==> src/rtl/fetch_mem_arbiter_if.sv <==
// Signal bundle between the fetch stage, the memory stage, the shared SRAM and
// the arbiter that multiplexes the two stages onto that SRAM.
//
// Handshake: a stage raises *_req and holds it until it sees its freeze output
// drop (or withdraws it). The arbiter drives sram_req for exactly one access at a
// time and keeps address/we/wdata stable until the SRAM answers with
// sram_ready=1 (sram_rdata is valid only in that cycle). An access that never
// sees sram_ready is aborted after TIMEOUT cycles.
interface fetch_mem_arbiter_if #(
   parameter int DATA_W = 32
);
   logic              if_req;
   logic [DATA_W-1:0] if_addr;
   logic              flush;
   logic              mem_req;
   logic              mem_we;
   logic [DATA_W-1:0] mem_addr;
   logic [DATA_W-1:0] mem_wdata;
   logic              sram_ready;
   logic [DATA_W-1:0] sram_rdata;
   logic              sram_req;
   logic              sram_we;
   logic [DATA_W-1:0] sram_addr;
   logic [DATA_W-1:0] sram_wdata;
   logic [DATA_W-1:0] if_inst;
   logic              if_freeze;
   logic [DATA_W-1:0] mem_rdata;
   logic              mem_freeze;
   logic              err;
   // Debug visibility: FSM state and the registered delivery pulses.
   logic [1:0]        dbg_state;
   logic              dbg_if_done;
   logic              dbg_mem_done;

   // Arbiter side.
   modport slave (
      input  if_req, if_addr, flush, mem_req, mem_we, mem_addr, mem_wdata,
             sram_ready, sram_rdata,
      output sram_req, sram_we, sram_addr, sram_wdata, if_inst, if_freeze,
             mem_rdata, mem_freeze, err, dbg_state, dbg_if_done, dbg_mem_done
   );

   // Pipeline / SRAM side.
   modport master (
      output if_req, if_addr, flush, mem_req, mem_we, mem_addr, mem_wdata,
             sram_ready, sram_rdata,
      input  sram_req, sram_we, sram_addr, sram_wdata, if_inst, if_freeze,
             mem_rdata, mem_freeze, err, dbg_state, dbg_if_done, dbg_mem_done
   );
endinterface

==> src/rtl/fetch_mem_arbiter.sv <==
// Arbiter sharing one SRAM port between instruction fetch and data access.
// One access outstanding at a time, round-robin on ties, per-access timeout
// with a sticky error flag, and fetch discard on branch flush.
module fetch_mem_arbiter #(
   parameter int DATA_W  = 32,
   parameter int TIMEOUT = 15
) (
   input  logic               clk,
   input  logic               rst,
   fetch_mem_arbiter_if.slave bus
);

   typedef enum logic [1:0] {
      IDLE    = 2'd0,
      IF_ACC  = 2'd1,
      MEM_ACC = 2'd2
   } state_t;

   localparam logic       GRANT_FETCH = 1'b0;
   localparam logic       GRANT_MEM   = 1'b1;
   localparam logic [7:0] TIMEOUT_CNT = 8'(TIMEOUT);

   state_t            state_q, state_d;
   logic              last_grant_q, last_grant_d;
   logic [DATA_W-1:0] addr_q, addr_d;
   logic [DATA_W-1:0] wdata_q, wdata_d;
   logic              we_q, we_d;
   logic [DATA_W-1:0] if_inst_q, if_inst_d;
   logic [DATA_W-1:0] mem_rdata_q, mem_rdata_d;
   logic              if_done_q, if_done_d;
   logic              mem_done_q, mem_done_d;
   logic              discard_q, discard_d;
   logic [7:0]        cnt_q, cnt_d;
   logic              err_q, err_d;

   logic              fetch_ok;
   logic              mem_ok;
   logic              timeout;
   logic              complete;
   logic [DATA_W-1:0] cap_data;

   // Next-state: grant in IDLE, complete or abort in an access state.
   always_comb begin
      state_d      = state_q;
      last_grant_d = last_grant_q;
      addr_d       = addr_q;
      wdata_d      = wdata_q;
      we_d         = we_q;
      if_inst_d    = if_inst_q;
      mem_rdata_d  = mem_rdata_q;
      if_done_d    = 1'b0;
      mem_done_d   = 1'b0;
      discard_d    = discard_q;
      cnt_d        = cnt_q;
      err_d        = err_q;
      timeout      = 1'b0;
      complete     = 1'b0;
      cap_data     = '0;
      // A requester whose done pulse is high is still looking at the old
      // result; granting it again would repeat the same access.
      fetch_ok     = bus.if_req && !bus.flush && !if_done_q;
      mem_ok       = bus.mem_req && !mem_done_q;

      case (state_q)
         IDLE: begin
            if (mem_ok && (!fetch_ok || last_grant_q == GRANT_FETCH)) begin
               state_d      = MEM_ACC;
               last_grant_d = GRANT_MEM;
               addr_d       = bus.mem_addr;
               we_d         = bus.mem_we;
               wdata_d      = bus.mem_wdata;
               cnt_d        = '0;
               discard_d    = 1'b0;
            end else if (fetch_ok) begin
               state_d      = IF_ACC;
               last_grant_d = GRANT_FETCH;
               addr_d       = bus.if_addr;
               we_d         = 1'b0;
               wdata_d      = '0;
               cnt_d        = '0;
               discard_d    = 1'b0;
            end
         end

         IF_ACC, MEM_ACC: begin
            timeout  = !bus.sram_ready && (cnt_q + 8'd1 == TIMEOUT_CNT);
            complete = bus.sram_ready || timeout;
            // An aborted access delivers zero as its data.
            cap_data = bus.sram_ready ? bus.sram_rdata : '0;
            if (!bus.sram_ready) begin
               cnt_d = cnt_q + 8'd1;
            end
            if (timeout) begin
               err_d = 1'b1;
            end
            if (state_q == IF_ACC && bus.flush) begin
               discard_d = 1'b1;
            end
            if (complete) begin
               state_d = IDLE;
               if (state_q == IF_ACC) begin
                  // A flush seen during this fetch (or with its completion)
                  // makes the fetched word stale: drop it silently.
                  if (!discard_q && !bus.flush) begin
                     if_inst_d = cap_data;
                     if_done_d = 1'b1;
                  end
               end else begin
                  mem_done_d = 1'b1;
                  if (!we_q) begin
                     mem_rdata_d = cap_data;
                  end
               end
            end
         end

         default: state_d = IDLE;
      endcase
   end

   // State and datapath registers; reset abandons any access in flight.
   always_ff @(posedge clk or negedge rst) begin
      if (!rst) begin
         state_q      <= IDLE;
         last_grant_q <= GRANT_FETCH;
         addr_q       <= '0;
         wdata_q      <= '0;
         we_q         <= 1'b0;
         if_inst_q    <= '0;
         mem_rdata_q  <= '0;
         if_done_q    <= 1'b0;
         mem_done_q   <= 1'b0;
         discard_q    <= 1'b0;
         cnt_q        <= '0;
         err_q        <= 1'b0;
      end else begin
         state_q      <= state_d;
         last_grant_q <= last_grant_d;
         addr_q       <= addr_d;
         wdata_q      <= wdata_d;
         we_q         <= we_d;
         if_inst_q    <= if_inst_d;
         mem_rdata_q  <= mem_rdata_d;
         if_done_q    <= if_done_d;
         mem_done_q   <= mem_done_d;
         discard_q    <= discard_d;
         cnt_q        <= cnt_d;
         err_q        <= err_d;
      end
   end

   assign bus.sram_req     = (state_q != IDLE);
   assign bus.sram_we      = (state_q == MEM_ACC) && we_q;
   assign bus.sram_addr    = addr_q;
   assign bus.sram_wdata   = wdata_q;
   assign bus.if_inst      = if_inst_q;
   assign bus.mem_rdata    = mem_rdata_q;
   assign bus.if_freeze    = bus.if_req && !if_done_q;
   assign bus.mem_freeze   = bus.mem_req && !mem_done_q;
   assign bus.err          = err_q;
   assign bus.dbg_state    = state_q;
   assign bus.dbg_if_done  = if_done_q;
   assign bus.dbg_mem_done = mem_done_q;

endmodule

==> src/flat_wrapper.sv <==
// flat-port wrapper written by rule: the top's interface ports become plain ports
module fetch_mem_arbiter_flat 
#(
   parameter int DATA_W  = 32,
   parameter int TIMEOUT = 15
)
  (clk, rst, bus_if_req, bus_if_addr, bus_flush, bus_mem_req, bus_mem_we, bus_mem_addr, bus_mem_wdata, bus_sram_ready, bus_sram_rdata, bus_sram_req, bus_sram_we, bus_sram_addr, bus_sram_wdata, bus_if_inst, bus_if_freeze, bus_mem_rdata, bus_mem_freeze, bus_err, bus_dbg_state, bus_dbg_if_done, bus_dbg_mem_done);
  fetch_mem_arbiter_if #(.DATA_W(DATA_W)) bus_i ();
  input  logic clk;
  input  logic rst;
  input wire logic [$bits(bus_i.if_req)-1:0] bus_if_req;
  input wire logic [$bits(bus_i.if_addr)-1:0] bus_if_addr;
  input wire logic [$bits(bus_i.flush)-1:0] bus_flush;
  input wire logic [$bits(bus_i.mem_req)-1:0] bus_mem_req;
  input wire logic [$bits(bus_i.mem_we)-1:0] bus_mem_we;
  input wire logic [$bits(bus_i.mem_addr)-1:0] bus_mem_addr;
  input wire logic [$bits(bus_i.mem_wdata)-1:0] bus_mem_wdata;
  input wire logic [$bits(bus_i.sram_ready)-1:0] bus_sram_ready;
  input wire logic [$bits(bus_i.sram_rdata)-1:0] bus_sram_rdata;
  output wire logic [$bits(bus_i.sram_req)-1:0] bus_sram_req;
  output wire logic [$bits(bus_i.sram_we)-1:0] bus_sram_we;
  output wire logic [$bits(bus_i.sram_addr)-1:0] bus_sram_addr;
  output wire logic [$bits(bus_i.sram_wdata)-1:0] bus_sram_wdata;
  output wire logic [$bits(bus_i.if_inst)-1:0] bus_if_inst;
  output wire logic [$bits(bus_i.if_freeze)-1:0] bus_if_freeze;
  output wire logic [$bits(bus_i.mem_rdata)-1:0] bus_mem_rdata;
  output wire logic [$bits(bus_i.mem_freeze)-1:0] bus_mem_freeze;
  output wire logic [$bits(bus_i.err)-1:0] bus_err;
  output wire logic [$bits(bus_i.dbg_state)-1:0] bus_dbg_state;
  output wire logic [$bits(bus_i.dbg_if_done)-1:0] bus_dbg_if_done;
  output wire logic [$bits(bus_i.dbg_mem_done)-1:0] bus_dbg_mem_done;
  assign bus_i.if_req = bus_if_req;
  assign bus_i.if_addr = bus_if_addr;
  assign bus_i.flush = bus_flush;
  assign bus_i.mem_req = bus_mem_req;
  assign bus_i.mem_we = bus_mem_we;
  assign bus_i.mem_addr = bus_mem_addr;
  assign bus_i.mem_wdata = bus_mem_wdata;
  assign bus_i.sram_ready = bus_sram_ready;
  assign bus_i.sram_rdata = bus_sram_rdata;
  assign bus_sram_req = bus_i.sram_req;
  assign bus_sram_we = bus_i.sram_we;
  assign bus_sram_addr = bus_i.sram_addr;
  assign bus_sram_wdata = bus_i.sram_wdata;
  assign bus_if_inst = bus_i.if_inst;
  assign bus_if_freeze = bus_i.if_freeze;
  assign bus_mem_rdata = bus_i.mem_rdata;
  assign bus_mem_freeze = bus_i.mem_freeze;
  assign bus_err = bus_i.err;
  assign bus_dbg_state = bus_i.dbg_state;
  assign bus_dbg_if_done = bus_i.dbg_if_done;
  assign bus_dbg_mem_done = bus_i.dbg_mem_done;
  fetch_mem_arbiter #(.DATA_W(DATA_W), .TIMEOUT(TIMEOUT)) u_core (.clk(clk), .rst(rst), .bus(bus_i));
endmodule
==> config.mk <==
export PLATFORM = sky130hd
export DESIGN_NAME = fetch_mem_arbiter_flat
export DESIGN_NICKNAME = d
export VERILOG_FILES = /design/src/rtl/fetch_mem_arbiter_if.sv /design/src/rtl/fetch_mem_arbiter.sv /design/src/flat_wrapper.sv
export SDC_FILE = /design/constraint.sdc
export NUM_CORES = 1
export LEC_CHECK = 0
export BUFFER_PORTS_ARGS = -buffer_cell sky130_fd_sc_hd__buf_2
export CAP_MARGIN = 40
export CORE_UTILIZATION = 51
export DETAILED_ROUTE_END_ITERATION = 7
export GPL_TIMING_DRIVEN = 0
export PLACE_DENSITY_LB_ADDON = 0.25
export REMOVE_ABC_BUFFERS = 1
export SETUP_SLACK_MARGIN = 0.4
export SLEW_MARGIN = 20
export SYNTH_ARGS = -nofsm -noshare
export SYNTH_HDL_FRONTEND = slang
export SYNTH_SLANG_ARGS = --single-unit
==> constraint.sdc <==
create_clock -name clk -period 4.6 [get_ports clk]
set_input_delay 0 -clock clk [delete_from_list [all_inputs] [get_ports clk]]
set_output_delay 0 -clock clk [all_outputs]
set_load 0.01 [all_outputs]
==> summary.md <==
The pin count of the biggest net entering global routing is 92, and the average via count per standard cell is 5.81. The die covers 12200 µm². The worst hold path startpoint was bus_sram_ready. For hold timing, the worst endpoint is u_core.bus.if_inst[29].

Total clock sinks: 144. The worst hold path was traced through 2 stages. The layer with the highest usage after global routing is met2. In this run the power spent charging and discharging nets is 2.18 mW. At the worst endpoint, the required time is 4860 ps. In this run, synthesis inferred 0 flip-flops with an integrated enable. CTS placed an instance of sky130_fd_sc_hd__clkbuf_16 at the clock tree root. The first TritonRoute pass finished after 5 iterations. Port buffering added 271 buffers. The maximum count of clock buffers along a single path was 2; the multi-input combinational cell area was 2170 µm². The final critical-path share of the clock period was 0.590. The number of DRC violations after detailed-routing iteration 0 was 493. The area added between synthesis and finish works out to 58.6%. TritonCTS built the clock tree. The worst reg2reg path endpoint was u_core.bus.sram_addr[13]. Summed over all cells, the static leakage comes to 4.87 nW.

The region available for standard cell placement spans 11400 µm². The overall via count from detail_route was 5905; the combined buffer and inverter count along the critical path was 1. The run gives 852 as the cell count after placement. Met3 routing resource usage after global routing: 0.0955. sky130_fd_sc_hd__dfrtp_1 takes more of the synthesized area than any other cell. 272 I/O pins were placed.

Across the VDD grid, the largest voltage drop is 0.435 mV. Synthesis inferred 144 register bits. The distinct cell type count of the synthesized netlist is 50, and the routed length per placed instance is 21.2 µm. The floorplan step set the die width to 110 µm. Counting I/O delays and the setup requirement, the final critical path takes 2710 ps.

After detailed routing, the number of remaining DRC violations is 0. The async set or reset register ratio after synthesis is 1.00, and the proportion of power drawn by the clock network is 0.237. The number of setup violations in the final report is 0. The logs give 0.525 for the effective utilization at floorplan and 0.606 for the global routing met2 resource utilization. The worst stage delay on the critical path came out at 680 ps. The global-route wire length before repair was 33800 µm. The non-filler instance count after layout was 1016.

Count of max-cap constraint violations: 0. The die height is 110 µm, and the maximum clock skew at final layout is 12.3 ps. The length in cells of the worst reg-to-reg path was 5.

The setup check on the worst reg-to-reg path leaves a slack of 1890 ps. The share of the synthesized area in the top cell type was 0.601. Of all nets on the critical path, the largest fanout is 16. Worst max-slew margin expressed relative to the limit: 0.516.

Summing all flip-flop and latch instances after layout gives 3600 µm². The global route total overflow was 0. Setup repair after global routing left no endpoint under its margin. Standard cell with the maximum stage delay on the critical path: sky130_fd_sc_hd__a21boi_4. Kind of critical path: reg -> reg. The most instantiated flip-flop cell in the synthesis netlist was sky130_fd_sc_hd__dfrtp_1. The run gives 3.85 mW as the internal power of the cells. The flow ran to the end, and the final reports show no timing, DRC or antenna violations. The fraction of the yosys area taken by sequential cells is 0.601, and the total number of placement rows is 39.

The average instance in the mapped netlist occupies 12.9 µm². The total CTS buffers was 17. Buffer count from post-CTS setup fixing: 0. The class of the tightest hold or removal check is in -> reg.

Dominant cell by count in the synthesized netlist: sky130_fd_sc_hd__dfrtp_1. Clock-pin slew was measured on the worst setup and hold paths at 70 ps. Once detailed placement completed, the half-perimeter wirelength came to 11400 µm.

The highest attainable clock frequency is 368 MHz, and the share of final-layout standard cells stronger than drive strength 1 is 0.371. The synthesized netlist cell count is 465. Prior to clock tree synthesis, the placed netlist has a worst setup slack of 2040 ps.

The logs give 0.361 for the total routing resource utilization after global routing and 21500 µm for the routed wire length. The routability congestion estimate is 0.892, and the global routing met1 resource utilization is 0.399. Dividing total power by cell area gives a power density of 634 nW/µm². The proportion of power drawn by combinational gates was 0.409. STA classifies the critical path startpoint as a register. The tools report the critical path capture point type as a register. The run gives 0.354 as the sequential fraction of design power. The logs give 0 for the initial antenna violation count and 0 for the final number of max-transition violations. At the later pin of the worst-skew pair, clock insertion delay measures 420 ps. Data arrives at the worst endpoint at 2980 ps.

The worst path meets setup with 1890 ps of slack. Traced cell by cell, the critical path runs through nor2b_2 > a21boi_4 > mux2i_1 > dlygate4sd3_1 > o21ai_0. The count of final hold-check violations is 0. By area the synthesized netlist is led by sky130_fd_sc_hd__dfrtp_1 60%, sky130_fd_sc_hd__a22o_1 9.6%, sky130_fd_sc_hd__a32o_1 5.5%.

At the pin with the least slew margin, the transition time is 724 ps. The antenna diode instance count was 0; the final layout net count was 1001. The switching share of power is 0.362, and the H-tree level count is 4.

After synthesis, the most frequently instantiated cells are 144 x sky130_fd_sc_hd__dfrtp_1, 66 x sky130_fd_sc_hd__a22o_1, 48 x sky130_fd_sc_hd__nand2_1, 34 x sky130_fd_sc_hd__o21ai_0, 33 x sky130_fd_sc_hd__a32o_1. Total power for the finished layout comes to 6.03 mW. The cell family contributing the most delay on the critical path is compound AO/OA/AOI/OAI gates. Fill cell total of the finished layout: 602.

The detail route stage leaves a number of antenna-violating nets equal to 0. In this run the critical register-to-register path is launched from u_core.bus.dbg_mem_done. The via count of the first global-routing pass was 6362. The cell area after synthesis was 6000 µm². The Yosys step of the flow raised 0 warnings.
[what timing repair did]
| action | CTS | global route |
|---|---|---|
| endpoints found under the hold margin | 273 | 0 |
| hold buffers | 130 | 0 |
| endpoints found under the setup margin | 0 | 0 |
| gates resized for setup | 0 | 0 |
[sequential cells by signal, summed over array words and instances, names as in the netlist]
name and cells:
u_core.bus.dbg_if_done 1, u_core.bus.dbg_mem_done 1, u_core.bus.dbg_state 2, u_core.bus.err 1
u_core.bus.if_inst 32, u_core.bus.mem_rdata 32, u_core.bus.sram_addr 32, u_core.bus.sram_wdata 32
u_core.cnt_q 8, u_core.discard_q 1, u_core.last_grant_q 1, u_core.we_q 1
[through the flow]
step	hold WS, ps	util	cell area (µm²)	setup TNS, ps
6_report	4.34	0.833	9510	0
5_1_grt	2.44	0.833	9510	0
4_1_cts	85.6	0.829	9460	0
3_5_place_dp	-54.9	0.662	7560	0
3_3_place_gp	217	0.638	7290	-125550
2_1_floorplan	-296	-	5750	-5520
[power groups by stage]
stage                     registers, mW  logic [mW]  clock network, mW
final                              2.14        2.47               1.43
after global routing               2.19        2.61               1.50
after CTS                          2.09        2.34               1.42
after detailed placement           2.09        2.19                  0
after global placement             2.07        2.01                  0
after floorplan                    2.31       0.945                  0
[worst max path at each step]
stage | endpoint | startpoint | slack, ps | cells after the start
floorplan | u_core.bus.if_inst[0] | u_core.bus.dbg_state[0] | -170 | 5
global placement | u_core.bus.if_inst[17] | u_core.bus.dbg_state[0] | -2600 | 5
detailed placement | u_core.bus.if_inst[30] | u_core.bus.dbg_state[1] | 2040 | 6
CTS | u_core.bus.sram_addr[23] | u_core.bus.dbg_mem_done | 1960 | 6
global route | u_core.bus.sram_addr[18] | u_core.bus.dbg_mem_done | 1770 | 6
finish | u_core.bus.sram_addr[13] | u_core.bus.dbg_mem_done | 1890 | 5
[placed cells by master (no fill, tap or decap), types with 5 or more instances in the layout]
cell                            Yosys  layout
sky130_fd_sc_hd__a21o_1             5       5
sky130_fd_sc_hd__o21ai_0           34      34
sky130_fd_sc_hd__mux2i_1           32      32
sky130_fd_sc_hd__buf_2              6     270
sky130_fd_sc_hd__clkbuf_16          0      17
sky130_fd_sc_hd__nor2_1             7       7
sky130_fd_sc_hd__a32o_1            33      33
sky130_fd_sc_hd__clkbuf_1          15       6
sky130_fd_sc_hd__dfrtp_1          144     144
sky130_fd_sc_hd__ha_1               6       6
sky130_fd_sc_hd__o31ai_1            6       6
sky130_fd_sc_hd__inv_1              7       7
sky130_fd_sc_hd__a22o_1            66      66
sky130_fd_sc_hd__dlygate4sd3_1      0     130
sky130_fd_sc_hd__buf_16             0       7
sky130_fd_sc_hd__nand2_1           48      48
[area by class of cell]
type                       count  share of cell area
clock inverter                 5              0.0105
clock buffer                  27              0.0529
timing repair buffer         413               0.308
tap                          143              0.0188
inverter                       7             0.00276
multi-input combinational    277               0.228
sequential                   144               0.379
[worst register-to-register path: stages (launching register included)]
cell and delay, ps:
sky130_fd_sc_hd__dfrtp_1 390, sky130_fd_sc_hd__nor2b_2 350, sky130_fd_sc_hd__a21boi_4 690, sky130_fd_sc_hd__mux2i_1 160, sky130_fd_sc_hd__dlygate4sd3_1 590, sky130_fd_sc_hd__o21ai_0 400
[per-layer routing]
metal	wire [µm]	vias to the layer above
li1	-	2541
met1	7480	2886
met3	1550	111
met2	11000	367
met4	1440	0
met5	0	-
[logic make-up (layout without fill, tap and decap cells)]
| logic type | after synthesis | after routing | synth area share |
|---|---|---|---|
| compound gates | 159 | 159 | 0.220 |
| fa+ha+maj | 6 | 6 | 0.0125 |
| buf+inv | 44 | 452 | 0.0453 |
| flops | 144 | 144 | 0.601 |
| mux | 33 | 33 | 0.0553 |
| simple gates | 79 | 79 | 0.0659 |
(Power assumes the default switching activity.)
